### config.mk
export PLATFORM = sky130hd
export DESIGN_NAME = mdriver_regfile
export DESIGN_NICKNAME = d
export VERILOG_FILES = /design/src/rtl/mdriver_regs_pkg.sv /design/src/rtl/mdriver_sync_fifo.sv /design/src/rtl/mdriver_regfile.sv
export SDC_FILE = /design/constraint.sdc
export NUM_CORES = 1
export LEC_CHECK = 0
export ABC_AREA = 1
export BUFFER_PORTS_ARGS = -buffer_cell sky130_fd_sc_hd__buf_2
export CAP_MARGIN = 20
export CELL_PAD_IN_SITES_DETAIL_PLACEMENT = 2
export CELL_PAD_IN_SITES_GLOBAL_PLACEMENT = 2
export CORE_MARGIN = 2
export CORE_UTILIZATION = 40
export DETAILED_ROUTE_END_ITERATION = 7
export PLACE_DENSITY = 0.85
export SYNTH_ARGS = -nofsm -noshare
export SYNTH_HDL_FRONTEND = slang
export SYNTH_SLANG_ARGS = --single-unit
### constraint.sdc
create_clock -name clk -period 6.45 [get_ports clk]
set_input_delay 1.29 -clock clk [delete_from_list [all_inputs] [get_ports clk]]
set_output_delay 1.29 -clock clk [all_outputs]
set_load 0.05 [all_outputs]
### src/rtl/mdriver_regs_pkg.sv
// Shared register-map constants, FIFO_STAT field positions and the address decoder
// used by the mdriver register-file responder.
package mdriver_regs_pkg;

  localparam int unsigned ADDR_ID        = 0;
  localparam int unsigned ADDR_CTRL      = 1;
  localparam int unsigned ADDR_STATUS    = 2;
  localparam int unsigned ADDR_FIFO_DATA = 3;
  localparam int unsigned ADDR_FIFO_STAT = 4;
  localparam int unsigned ADDR_RX_POP    = 5;
  localparam int unsigned ADDR_SCRATCH   = 6;

  localparam int FS_TX_FULL    = 0;
  localparam int FS_RX_EMPTY   = 1;
  localparam int FS_TX_OVF     = 2;
  localparam int FS_RX_UNF     = 3;
  localparam int FS_TX_CNT_LSB = 8;
  localparam int FS_RX_CNT_LSB = 16;
  localparam int FS_CNT_W      = 8;

  typedef enum logic [2:0] {
    SEL_ID,
    SEL_CTRL,
    SEL_STATUS,
    SEL_FIFO_DATA,
    SEL_FIFO_STAT,
    SEL_RX_POP,
    SEL_SCRATCH,
    SEL_NONE
  } reg_sel_e;

  function automatic reg_sel_e decode_addr(input int unsigned addr);
    case (addr)
      ADDR_ID:        return SEL_ID;
      ADDR_CTRL:      return SEL_CTRL;
      ADDR_STATUS:    return SEL_STATUS;
      ADDR_FIFO_DATA: return SEL_FIFO_DATA;
      ADDR_FIFO_STAT: return SEL_FIFO_STAT;
      ADDR_RX_POP:    return SEL_RX_POP;
      ADDR_SCRATCH:   return SEL_SCRATCH;
      default:        return SEL_NONE;
    endcase
  endfunction

endpackage

### src/rtl/mdriver_sync_fifo.sv
// Single-clock FIFO with a combinational head. Push is refused when full even if a
// pop happens in the same cycle; pop is ignored when empty.
module mdriver_sync_fifo #(
  parameter int DW    = 32,
  parameter int DEPTH = 8
) (
  input  logic                       clk,
  input  logic                       reset,
  input  logic                       push,
  input  logic [DW-1:0]              push_data,
  input  logic                       pop,
  output logic                       full,
  output logic                       empty,
  output logic [$clog2(DEPTH):0]     count,
  output logic [DW-1:0]              head
);

  localparam int AW = $clog2(DEPTH);
  localparam int CW = AW + 1;

  logic [DW-1:0] r_mem [DEPTH];
  logic [AW-1:0] r_wr_ptr;
  logic [AW-1:0] r_rd_ptr;
  logic [CW-1:0] r_count;
  logic          w_do_push;
  logic          w_do_pop;

  assign full      = (r_count == CW'(DEPTH));
  assign empty     = (r_count == '0);
  assign count     = r_count;
  assign head      = r_mem[r_rd_ptr];
  assign w_do_push = push && !full;
  assign w_do_pop  = pop && !empty;

  always_ff @(posedge clk) begin
    if (w_do_push) begin
      r_mem[r_wr_ptr] <= push_data;
    end
  end

  always_ff @(posedge clk) begin
    if (reset) begin
      r_wr_ptr <= '0;
      r_rd_ptr <= '0;
      r_count  <= '0;
    end else begin
      if (w_do_push) begin
        r_wr_ptr <= r_wr_ptr + AW'(1);
      end
      if (w_do_pop) begin
        r_rd_ptr <= r_rd_ptr + AW'(1);
      end
      case ({w_do_push, w_do_pop})
        2'b10:   r_count <= r_count + CW'(1);
        2'b01:   r_count <= r_count - CW'(1);
        default: r_count <= r_count;
      endcase
    end
  end

endmodule

### src/rtl/mdriver_regfile.sv
// Register-file responder for the mdriver slave end: decode, CTRL/STATUS/SCRATCH,
// sticky FIFO flags, TX/RX FIFO bridges and the registered read-data path.
module mdriver_regfile
  import mdriver_regs_pkg::*;
#(
  parameter bit          OPT_READ_SIDEEFFECTS = 1'b1,
  parameter int          C_AXI_DATA_WIDTH     = 32,
  parameter int          C_AXI_ADDR_WIDTH     = 8,
  parameter int          FIFO_DEPTH           = 8,
  parameter logic [31:0] ID_VALUE             = 32'h5345_5255
) (
  input  logic                        clk,
  input  logic                        reset,
  input  logic [C_AXI_ADDR_WIDTH-1:0] si_address,
  input  logic [C_AXI_DATA_WIDTH-1:0] si_data,
  input  logic                        we,
  output logic [C_AXI_DATA_WIDTH-1:0] so_data,
  output logic [C_AXI_DATA_WIDTH-1:0] ctrl_o,
  input  logic [C_AXI_DATA_WIDTH-1:0] status_set_i,
  output logic [C_AXI_DATA_WIDTH-1:0] tx_data,
  output logic                        tx_valid,
  input  logic                        tx_ready,
  input  logic [C_AXI_DATA_WIDTH-1:0] rx_data,
  input  logic                        rx_valid,
  output logic                        rx_ready
);

  localparam int DW = C_AXI_DATA_WIDTH;
  localparam int AW = C_AXI_ADDR_WIDTH;
  localparam int CW = $clog2(FIFO_DEPTH) + 1;

  reg_sel_e      w_sel;
  logic          w_rd_start;
  logic          w_tx_push_req;
  logic          w_rx_pop_req;
  logic          w_fs_wr;
  logic [DW-1:0] w_status_clr;
  logic [DW-1:0] w_status_next;
  logic [DW-1:0] w_fifo_stat;
  logic [DW-1:0] w_rd_data;

  logic          w_tx_full;
  logic          w_tx_empty;
  logic [CW-1:0] w_tx_count;
  logic          w_rx_full;
  logic          w_rx_empty;
  logic [CW-1:0] w_rx_count;
  logic [DW-1:0] w_rx_head;

  logic [DW-1:0] r_ctrl;
  logic [DW-1:0] r_status;
  logic [DW-1:0] r_scratch;
  logic [DW-1:0] r_so_data;
  logic          r_tx_ovf;
  logic          r_rx_unf;
  logic          r_first;
  logic          r_prev_we;
  logic [AW-1:0] r_prev_addr;

  assign w_sel = decode_addr(32'(si_address));

  // A read access begins when the bus switches to reading or moves to a new address.
  assign w_rd_start = !we && (r_prev_we || (si_address != r_prev_addr) || r_first);

  assign w_tx_push_req = we && (w_sel == SEL_FIFO_DATA);
  assign w_fs_wr       = we && (w_sel == SEL_FIFO_STAT);
  assign w_rx_pop_req  = (we && (w_sel == SEL_RX_POP)) ||
                         (OPT_READ_SIDEEFFECTS && w_rd_start && (w_sel == SEL_FIFO_DATA));

  always_comb begin
    w_status_clr = '0;
    if (we && (w_sel == SEL_STATUS)) begin
      w_status_clr = si_data;
    end else if (OPT_READ_SIDEEFFECTS && w_rd_start && (w_sel == SEL_STATUS)) begin
      w_status_clr = '1;
    end
  end

  // Set pulses are ORed after the clear so a same-cycle set always survives.
  assign w_status_next = (r_status & ~w_status_clr) | status_set_i;

  always_comb begin
    w_fifo_stat                                = '0;
    w_fifo_stat[FS_TX_FULL]                    = w_tx_full;
    w_fifo_stat[FS_RX_EMPTY]                   = w_rx_empty;
    w_fifo_stat[FS_TX_OVF]                     = r_tx_ovf;
    w_fifo_stat[FS_RX_UNF]                     = r_rx_unf;
    w_fifo_stat[FS_TX_CNT_LSB +: FS_CNT_W]     = FS_CNT_W'(w_tx_count);
    w_fifo_stat[FS_RX_CNT_LSB +: FS_CNT_W]     = FS_CNT_W'(w_rx_count);
  end

  always_comb begin
    w_rd_data = '0;
    case (w_sel)
      SEL_ID:        w_rd_data = DW'(ID_VALUE);
      SEL_CTRL:      w_rd_data = r_ctrl;
      SEL_STATUS:    w_rd_data = r_status;
      SEL_FIFO_DATA: w_rd_data = w_rx_empty ? '0 : w_rx_head;
      SEL_FIFO_STAT: w_rd_data = w_fifo_stat;
      SEL_SCRATCH:   w_rd_data = r_scratch;
      default:       w_rd_data = '0;
    endcase
  end

  always_ff @(posedge clk) begin
    if (reset) begin
      r_ctrl      <= '0;
      r_status    <= '0;
      r_scratch   <= '0;
      r_so_data   <= '0;
      r_tx_ovf    <= 1'b0;
      r_rx_unf    <= 1'b0;
      r_first     <= 1'b1;
      r_prev_we   <= 1'b0;
      r_prev_addr <= '0;
    end else begin
      r_first     <= 1'b0;
      r_prev_we   <= we;
      r_prev_addr <= si_address;
      r_status    <= w_status_next;
      r_so_data   <= w_rd_data;
      if (we && (w_sel == SEL_CTRL)) begin
        r_ctrl <= si_data;
      end
      if (we && (w_sel == SEL_SCRATCH)) begin
        r_scratch <= si_data;
      end
      if (w_tx_push_req && w_tx_full) begin
        r_tx_ovf <= 1'b1;
      end else if (w_fs_wr && si_data[FS_TX_OVF]) begin
        r_tx_ovf <= 1'b0;
      end
      if (w_rx_pop_req && w_rx_empty) begin
        r_rx_unf <= 1'b1;
      end else if (w_fs_wr && si_data[FS_RX_UNF]) begin
        r_rx_unf <= 1'b0;
      end
    end
  end

  mdriver_sync_fifo #(
    .DW    (DW),
    .DEPTH (FIFO_DEPTH)
  ) u_tx_fifo (
    .clk       (clk),
    .reset     (reset),
    .push      (w_tx_push_req),
    .push_data (si_data),
    .pop       (tx_ready),
    .full      (w_tx_full),
    .empty     (w_tx_empty),
    .count     (w_tx_count),
    .head      (tx_data)
  );

  mdriver_sync_fifo #(
    .DW    (DW),
    .DEPTH (FIFO_DEPTH)
  ) u_rx_fifo (
    .clk       (clk),
    .reset     (reset),
    .push      (rx_valid),
    .push_data (rx_data),
    .pop       (w_rx_pop_req),
    .full      (w_rx_full),
    .empty     (w_rx_empty),
    .count     (w_rx_count),
    .head      (w_rx_head)
  );

  assign so_data  = r_so_data;
  assign ctrl_o   = r_ctrl;
  assign tx_valid = !w_tx_empty;
  assign rx_ready = !w_rx_full;

endmodule

Word level (Yosys, flattened, before mapping). Memories as Yosys holds them, arrays and structs flattened. A register that Yosys moved wholly into a read port is not among the register bits. Cells that the tools add are included.

$add $sub $neg: 8. Eq/ne operators: 19. Multiplexer cells: 20. Bitwise logic cells: 3. Reductions and logical operators: 33.

Operators by type and width (count): $pmux 32 s6 (1); $mux 32 (3); $and 32x32->32 (1); $not 32->32 (1); $or 32x32->32 (1); $eq 8x3->1 const B (3); $pmux 3 s7 (1); $logic_and 1x1->1 (17); $eq 8x2->1 const B (2); $pmux 4 s2 (2); $add 3x1->3 const B (4); $mux 3 (4); $eq 3x3->1 const B (3); $mux 1 (9); $add 4x1->4 const B (2); $eq 4x4->1 const B (2); $eq 8x1->1 const B (1); $logic_not 4->1 (2); $logic_not 8->1 (1); $ne 8x8->1 (1); $reduce_bool 2->1 (4); $sub 4x1->4 const B (2); $eq 3x2->1 const B (2); $logic_not 1->1 (5); 5 further kinds (9).

Flip-flop bits (word level): 160. Memory bits (writable): 512. Bits of input ports: 109. Output and inout port bits: 98. Word-level logic and storage cells: 100. Memories kept: 2.

Memory list: u_rx_fifo.r_mem (words 8, width 32, rd ports 1, clocked after Yosys merged registers in 1, wr ports 1, line mdriver_sync_fifo.sv:21) `logic [DW-1:0] r_mem [DEPTH];`; u_tx_fifo.r_mem (words 8, width 32, rd ports 1, clocked after Yosys merged registers in 1, wr ports 1, line mdriver_sync_fifo.sv:21).

Longest topological paths before layout.
Depth in word-level cells: 10. Gate-level depth with buffers: 20. Mapped depth without buffers: 20.

Hierarchy. From an unflattened synthesis, not the netlist that was laid out.

Cells, all modules: 2482. Area total of the unflattened synthesis: 27327.5 sq um.

Modules (own cells, without submodules): mdriver_sync_fifo (u_tx_fifo) (instances 1, cells an instance 816, area each 10644.0 sq um, seq. area each 7947.6 sq um); mdriver_sync_fifo (u_rx_fifo) (instances 1, cells an instance 816, area each 10630.2 sq um, seq. area each 7947.6 sq um); mdriver_regfile (instances 1, cells an instance 850, area each 6053.3 sq um, seq. area each 2802.7 sq um).

Least setup slack after synthesis. No wires, ideal clock.

Path kind: input to register. From: input port si_address[7]. To: memory u_tx_fifo.r_mem[0][0] (enable). Library setup time: 0.461 ns. Arrival time: 4.468 ns. Required time: 5.989 ns. Setup slack: 1.521 ns. Cell stages on the path: 9. Path buffers: 0. Cell sequence: nor2_1 > nand3_1 > nor2_1 > inv_2 > nor2_4 > nand3_1 > inv_1 > nand2_1 > nor3_1.

Word-level cells in the longest chain between the ends: 7. Elaborated cells on any way between the ends: 13. Those cells by class: 7 x eq/ne; 3 x mux; 3 x reduce/logical.

RTL lines: start: declaration (line mdriver_regfile.sv:14) `input logic [C_AXI_ADDR_WIDTH-1:0] si_address,`; $eq 8x3->1 (tied with other cells) (line mdriver_regs_pkg.sv:33) `case (addr)`; $pmux 3 s7 (*) (line mdriver_regs_pkg.sv:33); $eq 3x2->1 (*) (line mdriver_regfile.sv:65) `assign w_tx_push_req = we && (w_sel == SEL_FIFO_DATA);`; $logic_and 1x1->1 (*) (line mdriver_regfile.sv:65); $logic_and 1x1->1 (*) (line mdriver_sync_fifo.sv:32) `assign w_do_push = push && !full;`; $mux 1 (*) (line mdriver_sync_fifo.sv:36) `if (w_do_push) begin`; $mux 1 (implied by the code) (*) (line mdriver_sync_fifo.sv:37) `r_mem[r_wr_ptr] <= push_data;`; end: declaration (line mdriver_sync_fifo.sv:21).

Mark *: on every way between the ends. The rest lies on a longest branch, timed or not.

==> results.txt <==
For the worst-skew pair, the clock arrives at the later sink with an insertion delay of 0.62 ns. The synthesized design contains 678 register bits. The kind of path behind the tightest hold check was reg2reg.

The via count of the first global-routing pass was 21750; the instance area at placement was 0.02838 sq mm. The first global-routing pass estimated 140.7 mm of wire. During I/O placement, the number of pins put on the boundary was 207.

The run gives 2610 as the net total in the final layout. Cell leakage power: 10.96 nW. Of all nets on the critical path, the largest fanout is 56. Of the available clock period, the critical path in the final layout requires 78.31%. For this design, the sink count on the clock tree is 678. Walking the worst path, the cells encountered are clkinv_2 > buf_12 > buf_4 > o21ai_0 > o22ai_1 > nor2_1 > a31oi_1 > buf_2. The total global routing track utilization was 27.71%; the worst-margin pin slew was 1.121 ns.

The area growth from synthesis to layout is 16.33%. Routability-driven placement finished with a final weighted congestion of 0.8090. The logs give 73 for the number of buffers created by CTS and 3.76 ns for the data arrival time of the critical path.

The wire length reported by the detailed router is 94.99 mm. The switching fraction of total power is 30.98%, and the post-synthesis net count is 2438. The tools report the count of vias placed by the detailed router as 19550. The logs give 5 for the number of iterations in the first detailed-routing pass and 46.95% for the share of the core filled with cells in the final layout.

The largest voltage drop on the vdd net was 0.1947 mV; the number of filler cells placed in the layout was 6587. Buffers inserted to repair hold after CTS numbered 0. Port buffering added 206 buffers. The run gives 3.483 mW as the power spent charging and discharging nets. The worst setup path category is reg2out.

The multi-input combinational cells in the finished layout cover a total of 0.007057 sq mm. In this run the number of H-tree levels came out at 3. The largest delay contributor family on the critical path was buffers and inverters. After layout, the minimum clock period comes to 5.051 ns. Synthesis handed over a netlist of 2319 instances.

STA classifies the critical path startpoint as a flop. The tools report the setup total negative slack as 0 ns. OpenSTA, run right after detailed placement, puts the worst setup slack at 2.002 ns. The effective utilization at floorplan is 40.36%, and the fmax is 198.0 MHz.

The logs give 0 for the residual overflow from global routing and 0.06563 sq mm for the core region area. Yosys printed 0 warnings. For the combinational share of power, the log shows 18.4%. The synthesized netlist occupies a cell area of 0.02649 sq mm. Setup violations remaining at the end of the flow were counted as 0. In the final routed layout, each cell accounts on average for 27.80 um. The initial detailed-routing violation count came out at 1594. After clock tree synthesis, the repair step resized 0 gates. The average instance in the mapped netlist occupies 11.42 sq um. Using the TritonRoute via totals, the vias-per-cell ratio works out to 5.721. Setup slack on the critical path of the routed design comes to 1.399 ns.

In this run the post-CTS setup repair buffer count came out at 0. The initial antenna violation count was 7; the largest net degree at the start of global routing was 113. In the routed design, unresolved DRC markers number 0. The die is 261.3 um wide. The library cell contributing the largest single delay on the critical path is sky130_fd_sc_hd__dfxtp_4. For the buffer depth of the longest clock path, the log shows 3. The critical path contains buffers and inverters numbering 4 combined. In this run the remaining antenna-violating nets after routing total 0. The floorplan die height was 261.3 um. The flow ran to the end, and the final reports show no timing, DRC or antenna violations. Setup repair after global routing left no endpoint under its margin. Power density over the cells: 364.8 mW/mm^2. The tools report the total power consumption of the routed design as 11.24 mW. At the worst endpoint, the required time is 5.16 ns. The worst setup path is captured at a primary output. In the final layout, flip-flops and latches occupy 0.01871 sq mm. In this run the core area contains 94 standard-cell rows. The final max-slew violation count is 0. The internal portion of the total power is 7.758 mW.

The share of total power dissipated in sequential elements is 43.4%. In this run, the clock network consumes 38.1% of the power. The HPWL after detailed placement is 58.45 mm. The tool flagged a number of max-cap violations equal to 0.

The final standard cell area without fillers is 0.03081 sq mm, and the normalized max-slew margin is 25.24%. CTS placed an instance of sky130_fd_sc_hd__clkbuf_16 at the clock tree root. In the final layout, the share of cells above drive strength 1 is 15.52%.

The distinct cell type count after synthesis was 36; the largest stage delay on the critical path was 0.78 ns. TritonCTS built the clock tree. The final number of hold-violating endpoints came out at 0. The run gives 0.06829 sq mm as the die outline area. The sequential element share of the synthesized area was 70.59%; the worst clock skew was 0.02163 ns. The clock-pin transition on the worst setup and hold timing paths works out to 0.07 ns.
-- cell usage in the layout, fill, tap and decap left out, types with 10 or more instances in the layout --
cell | Yosys | routed
sky130_fd_sc_hd__edfxtp_1 | 512 | 512
sky130_fd_sc_hd__nor2_1 | 515 | 506
sky130_fd_sc_hd__o21ai_0 | 236 | 236
sky130_fd_sc_hd__nand2_1 | 224 | 224
sky130_fd_sc_hd__buf_2 | 40 | 205
sky130_fd_sc_hd__dfxtp_1 | 166 | 162
sky130_fd_sc_hd__a21oi_1 | 79 | 79
sky130_fd_sc_hd__clkbuf_16 | 0 | 77
sky130_fd_sc_hd__a31oi_1 | 64 | 64
sky130_fd_sc_hd__nand3_1 | 55 | 54
sky130_fd_sc_hd__o221ai_1 | 51 | 51
sky130_fd_sc_hd__inv_1 | 52 | 49
sky130_fd_sc_hd__o21ai_1 | 42 | 42
sky130_fd_sc_hd__o21bai_1 | 33 | 33
sky130_fd_sc_hd__o22ai_1 | 32 | 32
sky130_fd_sc_hd__buf_4 | 5 | 32
sky130_fd_sc_hd__nor3_1 | 34 | 25
sky130_fd_sc_hd__mux2i_1 | 18 | 18
sky130_fd_sc_hd__clkbuf_1 | 89 | 18
sky130_fd_sc_hd__inv_2 | 11 | 14
sky130_fd_sc_hd__clkinv_2 | 1 | 14
sky130_fd_sc_hd__nor2_4 | 4 | 13
sky130_fd_sc_hd__a32oi_1 | 13 | 13
sky130_fd_sc_hd__ha_1 | 10 | 10
-- worst min-delay path, stage by stage, from the launching register on --
cell	delay, ns
sky130_fd_sc_hd__dfxtp_1	0.31
sky130_fd_sc_hd__o21ai_0	0.06
sky130_fd_sc_hd__a21oi_1	0.06
-- final cells by class --
cell class	count	share of cell area [%]
well taps	864	3.508
flip-flops and latches	678	60.72
inverters	66	0.8121
diodes	2	0.01624
clock buffers	103	6.830
clock inverters	32	0.9705
repair buffers	239	4.239
multi-input cells	1433	22.90
-- logic make-up (layout without fill, tap and decap cells) --
logic type | count (synthesis) | in the layout | synth area share, %
other | 0 | 2 | 0
muxes | 18 | 18 | 0.6802
DFF | 678 | 678 | 70.59
AOI/OAI and AO/OA | 551 | 551 | 12.09
xor gates and xnor gates | 7 | 7 | 0.2315
and+or+nand+nor | 847 | 847 | 12.72
adders and majority gates | 10 | 10 | 0.4724
buffers and inverters | 208 | 440 | 3.212
-- path summary, 6_finish.rpt --
| path | startpoint | end | slack [ns] | depth (start not counted) |
|---|---|---|---|---|
| max | flop | tx_data[31] | 1.40 | 8 |
| min | r_rx_unf$_SDFFE_PP0P_ | r_rx_unf$_SDFFE_PP0P_ | 0.48 | 2 |
| max reg2reg | flop | so_data[7]$_SDFF_PP0_ | 3.15 | 8 |
| min reg2reg | r_rx_unf$_SDFFE_PP0P_ | r_rx_unf$_SDFFE_PP0P_ | 0.48 | 2 |
-- metrics by stage --
stage	instances	hold WS, ns
CTS	3414	0.4841
detailed placement	3279	0.4512
global placement	3278	0.4302
floorplan	2319	0.4123
finish	3417	0.4817
global route	3416	0.5218
-- synthesized netlist by cell type --
cell type	instances	area, sq um
sky130_fd_sc_hd__inv_1	52	195.2
sky130_fd_sc_hd__clkbuf_1	89	334.1
sky130_fd_sc_hd__buf_4	5	37.54
sky130_fd_sc_hd__buf_1	8	30.03
sky130_fd_sc_hd__mux2i_1	18	180.2
sky130_fd_sc_hd__nand2_2	2	12.51
sky130_fd_sc_hd__a21oi_1	79	395.4
sky130_fd_sc_hd__nand3b_1	1	7.510
sky130_fd_sc_hd__inv_2	11	41.29
sky130_fd_sc_hd__nand2_1	224	840.8
sky130_fd_sc_hd__o21ai_0	236	1181
sky130_fd_sc_hd__nand3_1	55	275.3
sky130_fd_sc_hd__a31oi_1	64	400.4
sky130_fd_sc_hd__nor3_4	1	16.27
sky130_fd_sc_hd__o21ai_1	42	210.2
sky130_fd_sc_hd__nor3_1	34	170.2
sky130_fd_sc_hd__or2_0	1	6.260
sky130_fd_sc_hd__a32oi_1	13	113.9
sky130_fd_sc_hd__dfxtp_1	166	3323
sky130_fd_sc_hd__xnor2_1	4	35.03
sky130_fd_sc_hd__o221ai_1	51	446.7
sky130_fd_sc_hd__o211ai_1	1	7.510
sky130_fd_sc_hd__buf_2	40	200.2
sky130_fd_sc_hd__xor2_1	3	26.28
sky130_fd_sc_hd__nand4_1	4	25.02
sky130_fd_sc_hd__edfxtp_1	512	15370
sky130_fd_sc_hd__o22ai_1	32	200.2
sky130_fd_sc_hd__ha_1	10	125.1
sky130_fd_sc_hd__o21bai_1	33	247.7
sky130_fd_sc_hd__nor2_4	4	45.04
sky130_fd_sc_hd__clkinv_2	1	5.000
sky130_fd_sc_hd__and3_1	4	25.02
sky130_fd_sc_hd__or2_2	1	6.260
sky130_fd_sc_hd__nor2_2	1	6.260
sky130_fd_sc_hd__nor2_1	515	1933
sky130_fd_sc_hd__clkinv_1	2	7.510
-- layer usage --
| layer | vias to the layer above | part of all wire (%) | global-route usage (%) |
|---|---|---|---|
| met4 | 12 | 2.8 | 8.744 |
| li1 | 8623 | - | - |
| met5 | - | 0.082 | 0 |
| met3 | 166 | 5.2 | 4.781 |
| met1 | 10200 | 39 | 33.46 |
| met2 | 544 | 53 | 50.26 |
-- power groups by stage --
stage	registers (mW)	clock network (mW)	logic, mW
floorplan	4.90	0	1.45
global placement	4.96	0	1.93
detailed placement	4.97	0	2.07
CTS	4.88	4.34	2.09
global route	4.89	4.50	2.25
finish	4.88	4.28	2.07
-- state kept, by name, summed over array words and instances (netlist names), 4 cells and up, named ones only --
| name | count |
|---|---|
| u_tx_fifo.count | 4 |
| u_rx_fifo.r_mem | 256 |
| r_prev_addr | 8 |
| u_rx_fifo.count | 4 |
| so_data | 32 |
| r_scratch | 32 |
| u_tx_fifo.r_mem | 256 |
| ctrl_o | 32 |
| r_status | 32 |
(Power assumes the default switching activity.)
